--- config.mk ---
export PLATFORM = sky130hd
export DESIGN_NAME = tt_sel_seq
export DESIGN_NICKNAME = d
export VERILOG_FILES = /design/src/rtl/tt_sel_seq.sv
export SDC_FILE = /design/constraint.sdc
export NUM_CORES = 1
export LEC_CHECK = 0
export CORE_ASPECT_RATIO = 0.9
export CORE_MARGIN = 4
export CORE_UTILIZATION = 40
export DETAILED_ROUTE_END_ITERATION = 10
export MAX_ROUTING_LAYER = met4
export PLACE_DENSITY = 0.6
export RECOVER_POWER = 100
export SETUP_SLACK_MARGIN = 0.2
export SYNTH_ARGS = -nofsm -noshare
export SYNTH_HDL_FRONTEND = slang
export SYNTH_SLANG_ARGS = --single-unit
--- constraint.sdc ---
create_clock -name clk -period 2.92 [get_ports clk]
set_clock_uncertainty 0.05 [all_clocks]
set_input_delay 0.438 -clock clk [delete_from_list [all_inputs] [get_ports clk]]
set_output_delay 0.438 -clock clk [all_outputs]
set_load 0.05 [all_outputs]
--- src/rtl/tt_sel_seq.sv ---
// tt_sel_seq: turns "select design at address A" requests into ctrl_sel_rst_n / ctrl_sel_inc / ctrl_ena sequences. Optional macro TT_SEL_SEQ_FASTPATH_EN skips the chain reset when the target is at or above the current address.
module tt_sel_seq #(
  parameter int ADDR_W  = 10,
  parameter int DIV     = 2,
  parameter int RST_CYC = 4
) (
  input  logic              clk,
  input  logic              rst_n,
  input  logic              req_valid,
  output logic              req_ready,
  input  logic [ADDR_W-1:0] req_addr,
  input  logic              req_ena,
  output logic              done,
  output logic              busy,
  output logic [ADDR_W-1:0] cur_addr,
  output logic              cur_valid,
  output logic              ctrl_sel_rst_n,
  output logic              ctrl_sel_inc,
  output logic              ctrl_ena
);
  typedef enum logic [2:0] {RST0, IDLE, ACTIVE, DIS, RST, INC_HI, INC_LO, FIN} state_t;
  localparam logic [15:0] DIV_L = 16'(DIV - 1);
  localparam logic [15:0] RST_L = 16'(RST_CYC - 1);
  state_t            state;
  logic [15:0]       tmr;
  logic [ADDR_W-1:0] cnt;
  logic [ADDR_W-1:0] tgt;
  logic              ena_q;
  logic              hs;
`ifdef TT_SEL_SEQ_FASTPATH_EN
  logic              fast;
`endif
  assign hs = req_valid & req_ready;
  // Sequencer: every output is a register written on entry to the state that owns it.
  always_ff @(posedge clk or negedge rst_n) begin
    if (!rst_n) begin
      state          <= RST0;
      tmr            <= '0;
      cnt            <= '0;
      tgt            <= '0;
      ena_q          <= 1'b0;
      req_ready      <= 1'b0;
      done           <= 1'b0;
      busy           <= 1'b0;
      cur_addr       <= '0;
      cur_valid      <= 1'b0;
      ctrl_sel_rst_n <= 1'b0;
      ctrl_sel_inc   <= 1'b0;
      ctrl_ena       <= 1'b0;
`ifdef TT_SEL_SEQ_FASTPATH_EN
      fast           <= 1'b0;
`endif
    end else begin
      tmr  <= tmr + 16'd1;
      done <= 1'b0;
      case (state)
        RST0: if (tmr == RST_L) begin
          state          <= IDLE;
          tmr            <= '0;
          ctrl_sel_rst_n <= 1'b1;
          req_ready      <= 1'b1;
        end
        IDLE, ACTIVE: if (hs) begin
          state     <= DIS;
          tmr       <= '0;
          tgt       <= req_addr;
          ena_q     <= req_ena;
          cnt       <= req_addr;
          cur_valid <= 1'b0;
          ctrl_ena  <= 1'b0;
          busy      <= 1'b1;
          req_ready <= 1'b0;
`ifdef TT_SEL_SEQ_FASTPATH_EN
          fast      <= cur_valid && req_addr >= cur_addr;
          if (cur_valid && req_addr >= cur_addr) cnt <= req_addr - cur_addr;
`endif
        end
        DIS: if (tmr == 16'd1) begin
          tmr <= '0;
`ifdef TT_SEL_SEQ_FASTPATH_EN
          if (fast) begin
            state        <= cnt == '0 ? FIN : INC_HI;
            ctrl_sel_inc <= cnt != '0;
            done         <= cnt == '0;
            cur_valid    <= cnt == '0;
            if (cnt == '0) cur_addr <= tgt;
          end else begin
            state          <= RST;
            ctrl_sel_rst_n <= 1'b0;
          end
`else
          state          <= RST;
          ctrl_sel_rst_n <= 1'b0;
`endif
        end
        RST: if (tmr == RST_L) begin
          tmr            <= '0;
          ctrl_sel_rst_n <= 1'b1;
          state          <= cnt == '0 ? FIN : INC_HI;
          ctrl_sel_inc   <= cnt != '0;
          done           <= cnt == '0;
          cur_valid      <= cnt == '0;
          if (cnt == '0) cur_addr <= tgt;
        end
        INC_HI: if (tmr == DIV_L) begin
          tmr          <= '0;
          state        <= INC_LO;
          ctrl_sel_inc <= 1'b0;
        end
        INC_LO: if (tmr == DIV_L) begin
          tmr          <= '0;
          cnt          <= cnt - 1'b1;
          state        <= cnt == ADDR_W'(1) ? FIN : INC_HI;
          ctrl_sel_inc <= cnt != ADDR_W'(1);
          done         <= cnt == ADDR_W'(1);
          cur_valid    <= cnt == ADDR_W'(1);
          if (cnt == ADDR_W'(1)) cur_addr <= tgt;
        end
        FIN: begin
          state     <= ena_q ? ACTIVE : IDLE;
          ctrl_ena  <= ena_q;
          busy      <= 1'b0;
          req_ready <= 1'b1;
        end
        default: state <= RST0;
      endcase
    end
  end
endmodule

==> impl_metrics.yaml <==
cts:
  ctsRootBufferMaster: "sky130_fd_sc_hd__clkbuf_8"
  h_tree_lvl_count: 3
  cts-hold-fix-buffers: 0
  cts_tree: "built"
  cts_repair_resize_count: 0
  clock_path_buffers: 2
  cts-buffers-inserted: 9
  cts_setup_buffers: 0
  path_clk_slew_ns: 0.07
  clock_latency_ns: 0.34
  clock_sinks: 57
synthesis:
  syn-mean-instance-area_sq_um: 9.89
  largest_cells_by_area_after_synthesis: "sky130_fd_sc_hd__dfrtp_1, sky130_fd_sc_hd__mux2_2, sky130_fd_sc_hd__nor2_1"
  synth_ff_type: "sky130_fd_sc_hd__dfrtp_1"
  synth.cells.most_frequent: "sky130_fd_sc_hd__dfrtp_1, sky130_fd_sc_hd__nor2_1, sky130_fd_sc_hd__o21ai_0"
  cell_with_the_most_instances_after_synthesis: "sky130_fd_sc_hd__dfrtp_1"
  post_synth_num_cell_types: 46
  synth.ff_latch_count: 57
  synth_nets: 310
  yosys.area.top_type: "sky130_fd_sc_hd__dfrtp_1"
  synth_seq_area_share_pct: 49.6
  synth_top_cell_area_share_pct: 49.6
  postSynth.asyncResetShare_pct: 100
  syn-instance-count: 291
  number_of_enable_type_register_cells_in_the_synthesized_netlist: 0
  synth-warning-count: 0
  synthesis.area_sq_mm: 0.00288
sta:
  finalHoldViolCount: 0
  layout_min_cycle_time_ns: 2.33
  final-max-slew-violation-count: 0
  fin_crit_sh_pct: 79.9
  pin_slew_with_the_least_headroom_to_its_limit_ns: 1.41
  max-slew-margin-rel_pct: 6.17
  rsz_0062_raised_after_global_routing: "no"
  timing.final.setup_violations: 0
  maxClockFrequency_mhz: 429
  setup_tns_ns: 0
worst_setup_path:
  r2r_slack_ns: 0.59
  crit_type: "register to register"
  timing.critical_path.to: "tmr[12]$_DFF_PN0_"
  setup.worst_path.start: "tmr[11]$_DFF_PN0_"
  r2r.worst_path.cells: 6
  regToRegEndpoint: "tmr[12]$_DFF_PN0_"
  timing.critical_path.required_ns: 3.09
  worst_ep_arrival_time_ns: 2.50
  crit_fanout: 16
  startpoint_type_of_the_worst_setup_path: "register"
  regToRegStartpoint: "tmr[11]$_DFF_PN0_"
  setup.worst_path.end_class: "register"
finish:
  layout.cells.non_filler: 420
  final_layout_size_suffix_gt1_share_pct: 14.4
  antennaDiodeCount: 0
  layout-area-overhead-vs-synth_pct: 20.3
  num-nets-final: 341
route:
  remaining_drc_errors: 0
  post_drt_via_cell_ratio: 5.38
  routed_wire_length_per_instance_um: 14.6
  routed_wl_mm: 6.12
  first_pass_iters: 4
  drt_iter0_markers: 121
  via_count: 2260
  antenna_violating_nets_post_route: 0
die:
  num_rows: 29
  design.core.area_sq_mm: 0.00704
  die_h_um: 88.5
  fp.dieW_um: 97.4
  pin_count: 31
  initial_utilization_pct: 40.9
  fp.dieArea_sq_mm: 0.00862
worst_hold_path:
  holdCritPathClass: "register to register"
pwr:
  power_density_mw_per_mm2: 929
  leakage_nw: 1.51
  max_rail_drop_vdd_mv: 0.287
run_status:
  result_of_the_run: "finished clean"
flow_run:
  maximum_capacitance_violations: 0
global_routing:
  first_global_vias: 2142
  gr-usage-all-layers_pct: 15.7
  maximum_number_of_pins_on_one_net_before_global_route_repair: 58
  globalRouteOverflowTotal: 0
  grt_antenna_before_repair: 0
  grt_pass1_wl_mm: 10.4
placed_design:
  placed_cells: 404
  gp_routability_congestion: 0.816
  portBuffers: 30
  hpwl_mm: 4.09
## cell families (layout without fill, tap and decap cells)
| group | after synthesis | in the layout | synth area share [%] |
|---|---|---|---|
| XOR/XNOR | 14 | 14 | 4.26 |
| buffers and inverters | 24 | 60 | 3.57 |
| multiplexers | 21 | 21 | 8.22 |
| AND/OR/NAND/NOR | 103 | 103 | 18.7 |
| flip-flops | 57 | 57 | 49.6 |
| adder cells (fa/ha/maj) | 5 | 5 | 2.17 |
| AO/OA/AOI/OAI | 67 | 67 | 13.6 |
## through the flow
stage	cell area (sq um)	util, %	hold WS (ns)	setup slack, ns	total power (W)
3_3_place_gp	3270	46.5	0.415	0.285	0.00246
3_5_place_dp	3270	46.5	0.428	0.202	0.00247
2_1_floorplan	2880	-	0.0924	0.784	0.00214
6_report	3460	49.2	0.446	0.588	0.00322
4_1_cts	3480	49.4	0.0554	0.381	0.00325
5_1_grt	3460	49.2	0.476	0.344	0.00346
## registers in the layout (all words and copies together) (netlist names)
signal and cells:
cur_addr 10, tgt 10, state 3, done 1
ctrl_sel_rst_n 1, cnt 10, ctrl_sel_inc 1, req_ready 1
ena_q 1, tmr 16, busy 1, ctrl_ena 1
cur_valid 1
## cell usage in the layout (no fill, tap or decap), types with 2 or more instances in the layout
master,n
sky130_fd_sc_hd__nor4_1,7
sky130_fd_sc_hd__clkdlybuf4s50_1,12
sky130_fd_sc_hd__clkbuf_8,10
sky130_fd_sc_hd__mux2_2,20
sky130_fd_sc_hd__clkinvlp_4,2
sky130_fd_sc_hd__ha_1,5
sky130_fd_sc_hd__nor2b_1,2
sky130_fd_sc_hd__buf_4,3
sky130_fd_sc_hd__a22oi_1,2
sky130_fd_sc_hd__dfrtp_1,57
sky130_fd_sc_hd__xor2_1,9
sky130_fd_sc_hd__o21ai_0,25
sky130_fd_sc_hd__o22ai_1,2
sky130_fd_sc_hd__dlygate4sd3_1,17
sky130_fd_sc_hd__clkinv_4,2
sky130_fd_sc_hd__a31oi_1,7
sky130_fd_sc_hd__nand3_1,7
sky130_fd_sc_hd__and2_1,2
sky130_fd_sc_hd__clkbuf_2,2
sky130_fd_sc_hd__nor2_1,36
sky130_fd_sc_hd__and4_1,4
sky130_fd_sc_hd__xnor2_1,5
sky130_fd_sc_hd__a21oi_1,19
sky130_fd_sc_hd__nand4_1,8
sky130_fd_sc_hd__nor3_1,6
sky130_fd_sc_hd__inv_1,7
sky130_fd_sc_hd__nand2_1,20
## final cells by class
| cell class | count | area, sq um |
|---|---|---|
| clock buffer | 10 | 138 |
| sequential | 57 | 1430 |
| inverter | 8 | 30.0 |
| multi-input combinational | 210 | 1350 |
| fill | 646 | 3580 |
| clock inverter | 6 | 67.6 |
| tap | 93 | 116 |
| timing repair buffer | 36 | 332 |
## critical path, cell delays in order (launching register included)
cell and delay [ns]:
sky130_fd_sc_hd__dfrtp_1 0.43, sky130_fd_sc_hd__nor4_1 0.51, sky130_fd_sc_hd__and4_1 0.54, sky130_fd_sc_hd__a31oi_1 0.16, sky130_fd_sc_hd__o22ai_2 0.11, sky130_fd_sc_hd__clkbuf_2 0.32
sky130_fd_sc_hd__nor2_1 0.09
## how the worst min path moves through the flow
stage	startpoint	end	slack, ns	cells past startpoint
3_5_place_dp	rst_n	cur_addr[7]$_DFFE_PN0P_	0.43	2
4_1_cts	rst_n	done$_DFF_PN0_	0.06	2
6_report	tgt[8]$_DFFE_PN0P_	cur_addr[8]$_DFFE_PN0P_	0.45	1
3_3_place_gp	rst_n	cur_addr[7]$_DFFE_PN0P_	0.41	2
5_1_grt	cur_addr[4]$_DFFE_PN0P_	cur_addr[4]$_DFFE_PN0P_	0.48	1
2_1_floorplan	rst_n	busy$_DFFE_PN0P_	0.09	0
## metal layers
layer | up-vias | GRT usage (%) | wire [um]
li1 | 1110 | - | -
met1 | 1075 | 21.3 | 2990
met2 | 66 | 21.9 | 2710
met3 | 9 | 3.78 | 310
met4 | 0 | 8.05 | 110
met5 | - | - | 0
## report_power, final
part | leakage, nW | switching (W) | internal, W
logic | 0.670 | 0.000709 | 0.000455
clock network | 0.0985 | 0.000343 | 0.000418
registers | 0.741 | 0.000267 | 0.00102
total | 1.51 | 0.00132 | 0.00190
Power figures use the tool's default switching activity.
